$ cat src/rtl/vec_seq_ctrl.sv
// Sequential vector add/subtract over an NREG x VLEN register file, one element per cycle.
// Build option: define VEC_SEQ_SAT_EN for unsigned saturating arithmetic (default is modulo).
module vec_seq_ctrl #(
    parameter int DATA_W = 8,
    parameter int VLEN   = 8,
    parameter int NREG   = 4,
    localparam int IW    = $clog2(VLEN),
    localparam int RW    = $clog2(NREG)
) (
    input  logic              clk,
    input  logic              rst_n,
    input  logic              cmd_valid,
    output logic              cmd_ready,
    input  logic              cmd_op,
    input  logic [RW-1:0]     cmd_src1,
    input  logic [RW-1:0]     cmd_src2,
    input  logic [RW-1:0]     cmd_dst,
    input  logic [IW-1:0]     cmd_len,
    input  logic              wr_en,
    input  logic [RW-1:0]     wr_reg,
    input  logic [IW-1:0]     wr_idx,
    input  logic [DATA_W-1:0] wr_data,
    input  logic [RW-1:0]     rd_reg,
    input  logic [IW-1:0]     rd_idx,
    output logic [DATA_W-1:0] rd_data,
    output logic              busy,
    output logic              done,
    output logic [1:0]        state_dbg
);

    // Handshake: a command transfers on a rising edge where cmd_valid && cmd_ready;
    // cmd_ready is high only in IDLE, and command fields are sampled only on that edge.
    typedef enum logic [1:0] {
        S_IDLE = 2'd0,
        S_RUN  = 2'd1,
        S_DONE = 2'd2
    } state_t;

    state_t              state;
    logic [IW-1:0]       idx;
    logic                op_q;
    logic [RW-1:0]       src1_q;
    logic [RW-1:0]       src2_q;
    logic [RW-1:0]       dst_q;
    logic [IW-1:0]       len_q;
    logic [DATA_W-1:0]   v [NREG][VLEN];

    logic [DATA_W-1:0]   opa;
    logic [DATA_W-1:0]   opb;
    logic [DATA_W-1:0]   alu_res;

`ifdef VEC_SEQ_SAT_EN
    logic [DATA_W:0]     wide_sum;

    always_comb begin
        opa      = v[src1_q][idx];
        opb      = v[src2_q][idx];
        wide_sum = {1'b0, opa} + {1'b0, opb};
        alu_res  = '0;
        if (op_q) begin
            alu_res = (opa < opb) ? '0 : (opa - opb);
        end else begin
            alu_res = wide_sum[DATA_W] ? '1 : wide_sum[DATA_W-1:0];
        end
    end
`else
    always_comb begin
        opa     = v[src1_q][idx];
        opb     = v[src2_q][idx];
        alu_res = op_q ? (opa - opb) : (opa + opb);
    end
`endif

    // Host writes and element writes never coincide: the former only land in IDLE.
    always_ff @(posedge clk or negedge rst_n) begin
        if (!rst_n) begin
            state  <= S_IDLE;
            idx    <= '0;
            op_q   <= 1'b0;
            src1_q <= '0;
            src2_q <= '0;
            dst_q  <= '0;
            len_q  <= '0;
            for (int r = 0; r < NREG; r++) begin
                for (int i = 0; i < VLEN; i++) begin
                    v[r][i] <= '0;
                end
            end
        end else begin
            case (state)
                S_IDLE: begin
                    if (wr_en) begin
                        v[wr_reg][wr_idx] <= wr_data;
                    end
                    if (cmd_valid) begin
                        op_q   <= cmd_op;
                        src1_q <= cmd_src1;
                        src2_q <= cmd_src2;
                        dst_q  <= cmd_dst;
                        len_q  <= cmd_len;
                        idx    <= '0;
                        state  <= S_RUN;
                    end
                end
                S_RUN: begin
                    v[dst_q][idx] <= alu_res;
                    if (idx == len_q) begin
                        state <= S_DONE;
                    end else begin
                        idx <= idx + 1'b1;
                    end
                end
                S_DONE: begin
                    state <= S_IDLE;
                end
                default: begin
                    state <= S_IDLE;
                end
            endcase
        end
    end

    assign cmd_ready = (state == S_IDLE);
    assign busy      = (state != S_IDLE);
    assign done      = (state == S_DONE);
    assign state_dbg = state;
    assign rd_data   = v[rd_reg][rd_idx];

endmodule

$ cat config.mk
export PLATFORM = sky130hd
export DESIGN_NAME = vec_seq_ctrl
export DESIGN_NICKNAME = d
export VERILOG_FILES = /design/src/rtl/vec_seq_ctrl.sv
export SDC_FILE = /design/constraint.sdc
export NUM_CORES = 1
export LEC_CHECK = 0
export ABC_CLOCK_PERIOD_IN_PS = 5800
export CORE_AREA = 4 4 184 186
export DETAILED_ROUTE_END_ITERATION = 8
export DIE_AREA = 0 0 188 190
export PLACE_DENSITY = 0.78
export SKIP_CTS_REPAIR_TIMING = 1
export SYNTH_ARGS = -nofsm -noshare
export SYNTH_HDL_FRONTEND = slang
export SYNTH_SLANG_ARGS = --single-unit
$ cat constraint.sdc
create_clock -name clk -period 5.8 [get_ports clk]
set_input_delay 0.87 -clock clk [delete_from_list [all_inputs] [get_ports clk]]
set_output_delay 0.87 -clock clk [all_outputs]
set_load 0.02 [all_outputs]
Yosys cells after proc, flatten, opt, wreduce, memory -nomap -nowiden
Cells that the tools add are included.

word-level totals
  register bits after elaboration = 271
  word-level logic and storage cells = 117

operators by class
  add/subtract/negate cells = 3
  magnitude comparators = 12
  eq/ne operators = 7
  mux-type cells = 37
  bitwise gates (word level) = 8
  reduce and logical (&&, ||, !) cells = 11

operators with widths
  kind                                                         number
  bitwise mux 256 bit                                          2
  two-way mux 64 bit                                           8
  case mux 256 bit (2 select lines)                            1
  binary-select mux 64 bit (select 2 bit)                      3
  demux 64 bit (select 2 bit)                                  2
  two-way mux 256 bit                                          1
  binary-select mux 8 bit (select 3 bit)                       3
  two-way mux 8 bit                                            9
  demux 8 bit (select 3 bit)                                   2
  greater-or-equal comparator 3 bit (second input constant)    5
  NOT 2 -> 3 bit                                               5
  greater-or-equal comparator 4 bit (second input constant)    3
  NOT 3 -> 4 bit                                               3
  adder 8 bit                                                  1
  less-than comparator 4 x 1 -> 1 bit (second input constant)  2
  subtractor 8 bit                                             1
  less-than comparator 3 x 1 -> 1 bit (second input constant)  2
  two-way mux 3 bit                                            2
  inequality test 2 bit (second input constant)                3
  case mux 3 bit (2 select lines)                              1
  AND reduction 2 bit                                          3
  logical AND 1 bit                                            4
  two-way mux 2 bit                                            2
  case mux 2 bit (2 select lines)                              1
  other kinds (8)                                              9

Logic depth before layout (Yosys ltp)
  word-level depth = 11
  gate-level depth with buffers = 20

Least setup slack after synthesis
OpenSTA, ideal clock, no wires.

  kind = reg2reg
  start point = reg src1_q[0]
  end point = reg v[54] (netlist bit)
  setup time = 0.152 ns
  data arrival time = 4.145 ns
  required time = 5.648 ns
  slack = 1.504 ns
  stages on the path, launching flop included = 16
  path buffers = 4
  clock period less this slack = 4.296 ns
  cell sequence = dfrtp_1 > clkbuf_1 > buf_1 > buf_1 > mux4_2 > a22oi_1 > o2111ai_1 > ha_1 > nor2b_1 > o21ai_0 > a21oi_1 > o21ai_0 > nor3b_1 > or2_2 > clkbuf_1 > o221ai_1

between the ends
  cells in the longest elaborated chain, start to end = 11
  elaborated cells on any way between the ends = 12

ends and longest elaborated chain
  element                                                    RTL line  text
  start, declared                                            42        logic [RW-1:0] src1_q;
  start signal, assigned                                     97        src1_q <= cmd_src1;
  NOT 2 -> 3 bit (not written as such) (*)                   68        opa = v[src1_q][idx];
  binary-select mux 64 bit (select 2 bit) (*)                68
  two-way mux 64 bit (not written as such) (*) (2 in a row)  68
  binary-select mux 8 bit (select 3 bit) (*)                 68
  two-way mux 8 bit (not written as such) (*) (2 in a row)   68
  adder 8 bit or subtractor 8 bit (tied branches)            70        alu_res = op_q ? (opa - opb) : (opa + opb);
  two-way mux 8 bit (*)                                      70
  bitwise mux 256 bit (*)                                    106       v[dst_q][idx] <= alu_res;
  case mux 256 bit (2 select lines) (*)                      90        case (state)
  end signal, assigned by index                              93        v[wr_reg][wr_idx] <= wr_data;
  end signal, assigned by index                              106
  end, declared                                              46        logic [DATA_W-1:0] v [NREG][VLEN];

Every way passes the cells marked *; elsewhere a longest branch is shown, timed or not. The select of a mux whose other input is x is not followed.
A chain may end at the register's enable or synchronous reset.

Worst setup path after layout
  start point = reg idx[0]
  end point = reg v[47] (netlist bit)

between the ends
  cells in the longest elaborated chain, start to end = 9
  elaborated cells on any way between the ends = 19

ends and longest elaborated chain
  element                                              RTL line     text
  start, declared                                      40           logic [IW-1:0] idx;
  start signal, assigned                               110          idx <= idx + 1'b1;
  NOT 3 -> 4 bit (not written as such) (*)             68, 69, 106
  branches (longest 6 deep; another with adder 8 bit)  n/a
  bitwise mux 256 bit (*)                              106
  case mux 256 bit (2 select lines) (*)                90

Mark *: on every way between the ends. The select of a mux whose other input is x is not followed.

==> flow_summary.ini <==
[status]
status = complete, no violations

[timing]
drv_slew = 0
post-route-period-util = 0.920
slew_headroom = 0.0578
fin_crit_ns = 5.34
setup_viol = 0
setup_tns_ns = 0
finClkSkew_ns = 0.0222
fmax_mhz = 187
finalHoldViolations = 0
rsz0062_at_grt = no
tightest_slew_ns = 1.41

[worst_hold_path]
hp-class = primary input to async pin

[logic_synthesis]
async_reset_ff_frac = 1.00
synth_edf_count = 0
synth_nets = 1901
synthDistinctLibCells = 77
synth_area_sq_um = 19200
synth.yosys.seq_area_share = 0.353
synth-seq-cells = 271
netlist_instances = 1859
ys.flop_type = dfrtp_1
ys.warnings.count = 0
syn_avg_cell_area_sq_um = 10.3

[detailed_routing]
wl_mm = 80.1
ant_nets = 0
drt_iter0_drc = 3278
drt_pass1_iterations = 6
num_vias = 18000
route.detailed.wl_per_inst_microns = 35.3
via_per_inst = 7.93
drc = 0

[cts]
cts_buffer_depth = 3
numCtsBuffers = 34
clk_latency_ns = 0.55
h-tree-depth = 2
cts.clk_slew.worst_paths_ns = 0.06
cts_tree = built
clock-sinks = 271
cts-root-buf = clkbuf_16

[worst_setup_path]
cp_max_fo = 32
critical_path_class = register to register
r2r_cells = 15
worstPathRequired_ns = 6.18
critPathCaptureType = register
worst_ep_arrival_time_ns = 5.72
worstSetupStartpointType = register

[global_routing]
grt_antenna_before_repair = 1
grt_pass1_wl_mm = 117
grt_max_degree = 156
grt_usage = 0.442
globalRouteOverflowTotal = 0
first_global_vias = 17200

[layout]
nNetsFinal = 1846
final_cell_mix = dfrtp_1, nand2_1, mux4_2
drive_gt1_frac = 0.179
antenna_cells = 0
final_common_cell = dfrtp_1
areaGrowthSynthToFinish_pct = 9.01

[die]
die_h_microns = 190
dieWidth_microns = 188
io_pins = 45
coreArea_sq_um = 32300
die-area_sq_um = 35700
rows = 66
initial_utilization = 0.595

[placement]
dpl.hpwl_mm = 57.4
gp_congestion = 1.04
port_buffers = 44

[flow_run]
max_cap_viol_count = 0
## critical path, cell delays in order (launching register included)
cell and delay [ns]:
dfrtp_1 0.90, buf_4 0.29, nand4bb_1 0.43, o22ai_1 0.17, nor4_1 0.48, nand2_1 0.15
inv_1 0.09, ha_1 0.25, a21oi_1 0.18, ha_1 0.25, nor2b_1 0.13, o21ai_0 0.23
a21oi_1 0.14, o41ai_1 0.34, xnor3_2 0.95, o221ai_2 0.19
## flip-flops by register name, indices dropped and copies added (netlist names)
signal and cells:
op_q 1, state_dbg 2, dst_q 2, v 256, src2_q 2, idx 3
src1_q 2, len_q 3
## worst paths after layout
| path | start | to | slack [ns] |
|---|---|---|---|
| min reg2reg | v[105] | v[105] | 0.52 |
| max in group asynchronous | rst_n | v[62] | 4.28 |
| min in group clk | v[105] | v[105] | 0.52 |
| min | rst_n | v[80] | 0.22 |
| max reg2reg | idx[0] | v[47] | 0.46 |
| max | idx[0] | v[47] | 0.46 |
## stage by stage
stage	utilization	setup slack, ns	instance area, sq um	hold slack [ns]	instances
2_1_floorplan	-	1.50	19200	0.474	1859
3_3_place_gp	0.614	0.755	19800	0.503	2210
3_5_place_dp	0.614	0.627	19800	0.512	2210
4_1_cts	0.649	0.622	20900	0.248	2270
5_1_grt	0.649	0.161	20900	0.265	2270
6_report	0.649	0.464	20900	0.225	2270
## cells by family after synthesis
group | count (synthesis) | share of synthesized area
compound gates | 580 | 0.212
xor+xnor | 14 | 0.00716
fa+ha+maj | 10 | 0.00690
buf+inv | 197 | 0.0465
flops | 271 | 0.353
mux | 299 | 0.254
simple gates | 488 | 0.120
## routing by layer
layer | vias to the layer above | track usage | share of wire
li1 | 7150 | - | -
met1 | 8720 | 0.576 | 0.34
met2 | 1716 | 0.667 | 0.43
met3 | 405 | 0.139 | 0.15
met4 | 2 | 0.231 | 0.072
met5 | - | 0 | 0.00016
## cells in the mapped netlist, types with 9 or more instances
cell type  count  share of area
o21ai_0      141          0.037
buf_6         10         0.0059
o21ai_1       18         0.0047
inv_1         13         0.0025
nor2b_1       10         0.0033
nor2_1        81          0.016
o21a_1         9         0.0035
buf_2         21         0.0055
ha_1           9         0.0059
a221o_1       14         0.0073
clkbuf_1     117          0.023
o22a_1        72          0.033
nand3_1       46          0.012
o22ai_1       57          0.019
mux2_2        35          0.021
a22oi_1       78          0.030
buf_1         26         0.0051
mux4_2       145           0.17
o221ai_1      87          0.040
nand2_1      265          0.052
o221ai_2       9         0.0070
mux2i_1      117          0.061
dfrtp_1      271           0.35
a21oi_1       61          0.016
## area by class of cell
cell class | count | area (sq um)
multi-input cells | 1391 | 11600
fillers | 2533 | 11300
inverters | 13 | 48.8
clock inverters | 9 | 96.3
clock buffers | 51 | 1020
flip-flops and latches | 271 | 6790
well taps | 442 | 553
repair buffers | 93 | 881
Power is not shown: default switching activity piles up to over one toggle a cycle in this logic, so the estimate is an artifact.
